--- src/rtl/loader_pkg.sv ---
// Shared definitions for the byte-stream Wishbone loader.
//   state_e        : top-level frame/response FSM states
//   ST_OK / ST_ERR : status bytes returned per command ('K' / 'E')
//   DEF_CMD_*      : default command byte values
//   rd_byte()      : picks the next read-data byte to send, MSB first
package loader_pkg;

  typedef enum logic [2:0] {
    IDLE,
    ADDR,
    DATA,
    BUS,
    RESP
  } state_e;

  localparam logic [7:0] ST_OK      = 8'h4B;
  localparam logic [7:0] ST_ERR     = 8'h45;
  localparam logic [7:0] DEF_CMD_WR = 8'h57;
  localparam logic [7:0] DEF_CMD_RD = 8'h52;

  // 'remaining' counts bytes still to send; 4 selects the MSB.
  function automatic logic [7:0] rd_byte(input logic [31:0] word, input logic [2:0] remaining);
    logic [7:0] b;
    case (remaining)
      3'd4:    b = word[31:24];
      3'd3:    b = word[23:16];
      3'd2:    b = word[15:8];
      default: b = word[7:0];
    endcase
    return b;
  endfunction

endpackage

--- src/rtl/wb_master_cycle.sv ---
// Single Wishbone classic bus cycle with ack timeout.
//   clk, rst_n          : clock, asynchronous active-low reset
//   start               : one-cycle pulse; cycle begins on the next clock
//   we, adr, dat        : cycle attributes; adr/dat must stay stable while cyc is high
//   done                : ack seen this cycle (cyc drops next cycle)
//   timed_out           : TIMEOUT cycles elapsed without ack (cyc drops next cycle)
//   rdata               : read data captured on a read ack
//   bus_*               : Wishbone initiator signals
module wb_master_cycle #(
  parameter int unsigned TIMEOUT = 255
) (
  input  logic        clk,
  input  logic        rst_n,
  input  logic        start,
  input  logic        we,
  input  logic [31:0] adr,
  input  logic [31:0] dat,
  output logic        done,
  output logic        timed_out,
  output logic [31:0] rdata,
  output logic        bus_cyc,
  output logic        bus_stb,
  output logic        bus_we,
  output logic [3:0]  bus_sel,
  output logic [31:0] bus_adr,
  output logic [31:0] bus_dat_w,
  input  logic [31:0] bus_dat_r,
  input  logic        bus_ack
);

  localparam logic [15:0] LastCnt = 16'(TIMEOUT - 1);

  logic        cyc_q;
  logic        we_q;
  logic [15:0] cnt_q;
  logic [31:0] rdata_q;
  logic        hit_ack;
  logic        expire;

  // ack has priority over the timeout in the same cycle.
  assign hit_ack = cyc_q & bus_ack;
  assign expire  = cyc_q & ~bus_ack & (cnt_q == LastCnt);

  always_ff @(posedge clk or negedge rst_n) begin
    if (!rst_n) begin
      cyc_q   <= 1'b0;
      we_q    <= 1'b0;
      cnt_q   <= '0;
      rdata_q <= '0;
    end else if (start) begin
      cyc_q <= 1'b1;
      we_q  <= we;
      cnt_q <= '0;
    end else if (cyc_q) begin
      if (hit_ack || expire) begin
        cyc_q <= 1'b0;
      end else begin
        cnt_q <= cnt_q + 16'd1;
      end
      if (hit_ack && !we_q) begin
        rdata_q <= bus_dat_r;
      end
    end
  end

  assign done      = hit_ack;
  assign timed_out = expire;
  assign rdata     = rdata_q;
  assign bus_cyc   = cyc_q;
  assign bus_stb   = cyc_q;
  assign bus_we    = cyc_q & we_q;
  assign bus_sel   = cyc_q ? 4'hF : 4'h0;
  assign bus_adr   = adr;
  assign bus_dat_w = dat;

endmodule

--- src/rtl/wb_byte_loader.sv ---
// Byte-stream to Wishbone bridge: parses command frames from an 8-bit input stream,
// issues one Wishbone read/write per frame and streams back a status byte (plus read
// data on successful reads).
//   wb_clk_i, wb_rst_ni           : clock, asynchronous active-low reset
//   in_valid, in_data, in_ready   : command byte stream (valid/ready)
//   out_valid, out_data, out_ready: response byte stream (valid/ready)
//   wbm_*                         : Wishbone initiator port
//   busy                          : FSM not idle
//   err_sticky                    : a timeout or bad command occurred since reset
module wb_byte_loader
  import loader_pkg::*;
#(
  parameter int unsigned TIMEOUT = 255,
  parameter logic [7:0]  CMD_WR  = DEF_CMD_WR,
  parameter logic [7:0]  CMD_RD  = DEF_CMD_RD
) (
  input  logic        wb_clk_i,
  input  logic        wb_rst_ni,
  input  logic        in_valid,
  input  logic [7:0]  in_data,
  output logic        in_ready,
  output logic        out_valid,
  output logic [7:0]  out_data,
  input  logic        out_ready,
  output logic        wbm_cyc_o,
  output logic        wbm_stb_o,
  output logic        wbm_we_o,
  output logic [3:0]  wbm_sel_o,
  output logic [31:0] wbm_adr_o,
  output logic [31:0] wbm_dat_o,
  input  logic [31:0] wbm_dat_i,
  input  logic        wbm_ack_i,
  output logic        busy,
  output logic        err_sticky
);

  state_e      state_q, state_d;
  logic        cmd_we_q, cmd_we_d;
  logic [1:0]  byte_cnt_q, byte_cnt_d;
  logic [31:0] adr_q, adr_d;
  logic [31:0] dat_q, dat_d;
  logic [7:0]  out_data_q, out_data_d;
  logic [2:0]  remaining_q, remaining_d;
  logic        err_q, err_d;

  logic        accept;
  logic        start;
  logic        done;
  logic        timed_out;
  logic [31:0] rdata;

  wb_master_cycle #(
    .TIMEOUT (TIMEOUT)
  ) u_cycle (
    .clk       (wb_clk_i),
    .rst_n     (wb_rst_ni),
    .start     (start),
    .we        (cmd_we_q),
    .adr       (adr_q),
    .dat       (dat_q),
    .done      (done),
    .timed_out (timed_out),
    .rdata     (rdata),
    .bus_cyc   (wbm_cyc_o),
    .bus_stb   (wbm_stb_o),
    .bus_we    (wbm_we_o),
    .bus_sel   (wbm_sel_o),
    .bus_adr   (wbm_adr_o),
    .bus_dat_w (wbm_dat_o),
    .bus_dat_r (wbm_dat_i),
    .bus_ack   (wbm_ack_i)
  );

  assign in_ready   = (state_q == IDLE) || (state_q == ADDR) || (state_q == DATA);
  assign accept     = in_valid & in_ready;
  assign out_valid  = (state_q == RESP);
  assign out_data   = out_data_q;
  assign busy       = (state_q != IDLE);
  assign err_sticky = err_q;

  always_comb begin
    state_d     = state_q;
    cmd_we_d    = cmd_we_q;
    byte_cnt_d  = byte_cnt_q;
    adr_d       = adr_q;
    dat_d       = dat_q;
    out_data_d  = out_data_q;
    remaining_d = remaining_q;
    err_d       = err_q;
    start       = 1'b0;

    unique case (state_q)
      IDLE: begin
        if (accept) begin
          if (in_data == CMD_WR || in_data == CMD_RD) begin
            cmd_we_d   = (in_data == CMD_WR);
            byte_cnt_d = 2'd0;
            state_d    = ADDR;
          end else begin
            out_data_d  = ST_ERR;
            remaining_d = 3'd0;
            err_d       = 1'b1;
            state_d     = RESP;
          end
        end
      end
      ADDR: begin
        if (accept) begin
          adr_d      = {adr_q[23:0], in_data};
          byte_cnt_d = byte_cnt_q + 2'd1;
          if (byte_cnt_q == 2'd3) begin
            if (cmd_we_q) begin
              state_d = DATA;
            end else begin
              state_d = BUS;
              start   = 1'b1;
            end
          end
        end
      end
      DATA: begin
        if (accept) begin
          dat_d      = {dat_q[23:0], in_data};
          byte_cnt_d = byte_cnt_q + 2'd1;
          if (byte_cnt_q == 2'd3) begin
            state_d = BUS;
            start   = 1'b1;
          end
        end
      end
      BUS: begin
        if (done) begin
          out_data_d  = ST_OK;
          remaining_d = cmd_we_q ? 3'd0 : 3'd4;
          state_d     = RESP;
        end else if (timed_out) begin
          out_data_d  = ST_ERR;
          remaining_d = 3'd0;
          err_d       = 1'b1;
          state_d     = RESP;
        end
      end
      RESP: begin
        // out_data_q only changes on a handshake, so it is stable under backpressure.
        if (out_ready) begin
          if (remaining_q == 3'd0) begin
            state_d = IDLE;
          end else begin
            out_data_d  = rd_byte(rdata, remaining_q);
            remaining_d = remaining_q - 3'd1;
          end
        end
      end
      default: state_d = IDLE;
    endcase
  end

  always_ff @(posedge wb_clk_i or negedge wb_rst_ni) begin
    if (!wb_rst_ni) begin
      state_q     <= IDLE;
      cmd_we_q    <= 1'b0;
      byte_cnt_q  <= 2'd0;
      adr_q       <= '0;
      dat_q       <= '0;
      out_data_q  <= '0;
      remaining_q <= 3'd0;
      err_q       <= 1'b0;
    end else begin
      state_q     <= state_d;
      cmd_we_q    <= cmd_we_d;
      byte_cnt_q  <= byte_cnt_d;
      adr_q       <= adr_d;
      dat_q       <= dat_d;
      out_data_q  <= out_data_d;
      remaining_q <= remaining_d;
      err_q       <= err_d;
    end
  end

endmodule
--- config.mk ---
export PLATFORM = sky130hd
export DESIGN_NAME = wb_byte_loader
export DESIGN_NICKNAME = d
export VERILOG_FILES = /design/src/rtl/loader_pkg.sv /design/src/rtl/wb_master_cycle.sv /design/src/rtl/wb_byte_loader.sv
export SDC_FILE = /design/constraint.sdc
export NUM_CORES = 1
export LEC_CHECK = 0
export ABC_AREA = 1
export CAP_MARGIN = 10
export CORE_MARGIN = 2
export CORE_UTILIZATION = 52
export DETAILED_ROUTE_END_ITERATION = 8
export GPL_TIMING_DRIVEN = 0
export PLACE_DENSITY = 0.83
export SLEW_MARGIN = 10
export SYNTH_ARGS = -nofsm -noshare
export SYNTH_HDL_FRONTEND = slang
export SYNTH_SLANG_ARGS = --single-unit
--- constraint.sdc ---
create_clock -name wb_clk_i -period 2.05 [get_ports wb_clk_i]
set_input_delay 0.41 -clock wb_clk_i [delete_from_list [all_inputs] [get_ports wb_clk_i]]
set_output_delay 0.41 -clock wb_clk_i [all_outputs]
set_load 0.02 [all_outputs]
==> flow_summary.ini <==
[critical_path]
end_kind = primary output
cp-endpoint = wbm_sel_o[2]
required_ps = 1640
cp_max_fo = 10
rr_worst_depth = 5
crit_chain = buf_4 -> clkdlybuf4s50_1
critPathLaunch = u_cycle.bus_cyc$_DFF_PN0_
critPathArrivalTime_ps = 1580
timing.rr.end = adr_q[12]$_DFFE_PN0P_
critical_path.slowest_cell = clkdlybuf4s50_1
critPathKind = register to primary output
slowest_delay_ps = 600
worst-r2r-setup-slack_ps = 200
timing.rr.start = state_q[2]$_DFFE_PN0P_
startpoint_type = register

[routing]
vias_per_cell = 5.365
remaining_drc_errors = 15
antenna_left = 0
num_vias = 5478
drt_wl_total_um = 15640
first_iter_violations = 345
firstDrtPassIters = 7
wl_per_cell_um = 15.32

[power]
swShare_pct = 32.57
p_clk_share_pct = 33.8
internal_power_mw = 6.331
seqPwrFrac_pct = 36.4
p_per_area_nw_per_um2 = 1125
ir_drop_uv = 508.5
combPwrFrac_pct = 29.8
power_switching_mw = 3.058
leakagePower_nw = 4.219

[clock_network]
root_buffer = clkbuf_16
clkLatencyLatePin_ps = 410
cts_buffers = 17
clk_transition_reported_paths_ps = 60
cts_max_path_buffers = 2
htree_levels = 4
cts_tree = built
clkSinkCount = 132

[sta]
maxSlewViolCount = 0
rsz0062_at_grt = false
setup_viol = 0
finalSetupTns_ps = 0
fin_worst_skew_ps = 6.182
period_share_pct = 97.29
period_minus_slack_ps = 1994
holdWs_ps = 474.7
worst_slew_pin_slew_ps = 587.1
hold_viol = 0
slew_headroom_pct = 60.86
fmax_ghz = 0.5014

[synth]
netlist_area_um2 = 6206
yosysWarnings = 0
yosysTopAreaCell = dfrtp_1
synthTopCellsByArea = dfrtp_1 (53%), nand2_1 (14%), mux2_2 (5.8%)
ys_seq_area_share_pct = 53.23
syn_avg_cell_area_um2 = 8.680
ys_seq_elements = 132
yosys.area.top_type_share_pct = 53.23
synth.distinct_cells = 30
syn_inst = 715
synth_fp_nets = 767

[min_path]
hold_class = register to register

[floorplan]
row_count = 39
initial_core_util_pct = 53.89
dieArea_um2 = 12820
die_w_um = 113.2
core_area_um2 = 11520
die_h_um = 113.2
boundaryPins = 128

[placement]
dp_hpwl_um = 11130
place.gp.congestion = 0.9165
portBuffers = 127

[status]
violations = design-rule violations
status = finished with violations

[layout]
final_cell_mix = nand2_1 (227), dfrtp_1 (130), clkdlybuf4s50_1 (121)
area.growth.synth_to_final_pct = 34.50
fillCellCount = 818
diodes = 0
drive_gt1_share_pct = 13.21
nNetsFinal = 917
final_common_cell = nand2_1

[global_routing]
grtUsageTotal_pct = 25.11
grt_max_degree = 70
grt_pass1_wl_um = 25680
grt_pass1_vias = 5410
grt_overflow = 0
antenna_found_initial = 0

[run]
drv_cap = 0
[cells in the mapped netlist (all sizes together)]
master  number
inv         62
a31oi        1
nor2        54
nor3         3
o21a         3
ha           7
dfrtp      132
o21ai       32
nand2      234
buf         23
nand4       21
xor2         7
xnor2        2
a21oi       16
clkbuf       8
mux2        32
nand3       74
and2         1
nand3b       3
[cell type report]
class,instances,area (um2),area share (%)
plain buffers,31,181.4,2.174
clock buffers,20,446.7,5.352
clock inverters,12,178.9,2.144
inverters,62,232.7,2.788
multi-input cells,490,2504,30.00
flip-flops and latches,132,3306,39.60
well taps,143,178.9,2.144
repair buffers,131,1319,15.80
[power by group through the flow]
| stage | clock (mW) | sequential, mW | combinational (mW) |
|---|---|---|---|
| after floorplan | 0 | 3.77 | 1.15 |
| after detailed placement | 0 | 3.43 | 2.74 |
| after global placement | 0 | 3.41 | 2.66 |
| final | 3.17 | 3.42 | 2.80 |
| after CTS | 3.21 | 3.41 | 2.80 |
| after global routing | 3.33 | 3.46 | 3.04 |
[critical path: cells and delay by family, from the launching register on]
family | cells | cell delay, ps
flip-flops | 1 | 450
buffers and inverters | 2 | 730
[worst min-delay path by stage]
stage | from | depth (start not counted) | to | slack (ps)
global placement | u_cycle.rdata[5]$_DFFE_PN0P_ | 2 | u_cycle.rdata[5]$_DFFE_PN0P_ | 450
floorplan | wb_rst_ni | 0 | adr_q[0]$_DFFE_PN0P_ | 110
CTS | u_cycle.rdata[10]$_DFFE_PN0P_ | 2 | u_cycle.rdata[10]$_DFFE_PN0P_ | 470
finish | u_cycle.rdata[13]$_DFFE_PN0P_ | 2 | u_cycle.rdata[13]$_DFFE_PN0P_ | 470
global route | u_cycle.rdata[10]$_DFFE_PN0P_ | 2 | u_cycle.rdata[10]$_DFFE_PN0P_ | 490
detailed placement | wb_rst_ni | 1 | dat_q[28]$_DFFE_PN0P_ | 430
[flip-flops by register name, indices dropped and copies added, names as in the netlist, 2 cells and up]
register,cells
adr_q,32
u_cycle.cnt_q,16
remaining_q,3
u_cycle.rdata,32
byte_cnt_q,2
out_data,8
state_q,3
dat_q,32
[per-layer routing]
layer,global-route usage [%],part of all wire (%),up-vias
met3,4.874,5.6,25
met5,0,0,-
li1,-,-,2603
met4,8.943,1.5,0
met1,31.98,43,2645
met2,42.95,50,205
[kinds of logic (layout without fill, tap and decap cells)]
kind of cell / Yosys count / after routing / share of synthesized area [%]
adder cells (fa/ha/maj): 7 / 7 / 1.411
buffers and inverters: 93 / 256 / 6.633
flip-flops: 132 / 132 / 53.23
XOR/XNOR: 9 / 9 / 1.270
AO/OA/AOI/OAI: 52 / 52 / 4.516
multiplexers: 32 / 32 / 5.807
AND/OR/NAND/NOR: 390 / 390 / 27.14
[timing repair]
action                     in CTS  in global routing
gates resized for setup        13                  4
hold buffers                    1                  0
setup endpoints to repair       9                  3
cloned                          0                  0
pin swaps                       2                  0
buffers inserted                2                  0
hold endpoints to repair        6                  0
[metrics by stage]
| stage | total power [mW] | util, % | worst slack, ps | cells | cell area, um2 |
|---|---|---|---|---|---|
| floorplan | 4.913 | - | 485.2 | 715 | 6206 |
| global placement | 6.065 | 66.48 | -4321 | 985 | 7656 |
| detailed placement | 6.178 | 66.73 | -147.3 | 986 | 7685 |
| CTS | 9.427 | 72.47 | 20.23 | 1021 | 8346 |
| global route | 9.839 | 72.48 | 0.2056 | 1021 | 8347 |
| finish | 9.389 | 72.48 | 55.64 | 1021 | 8347 |
Note: power is estimated with default switching activity, not from simulation.
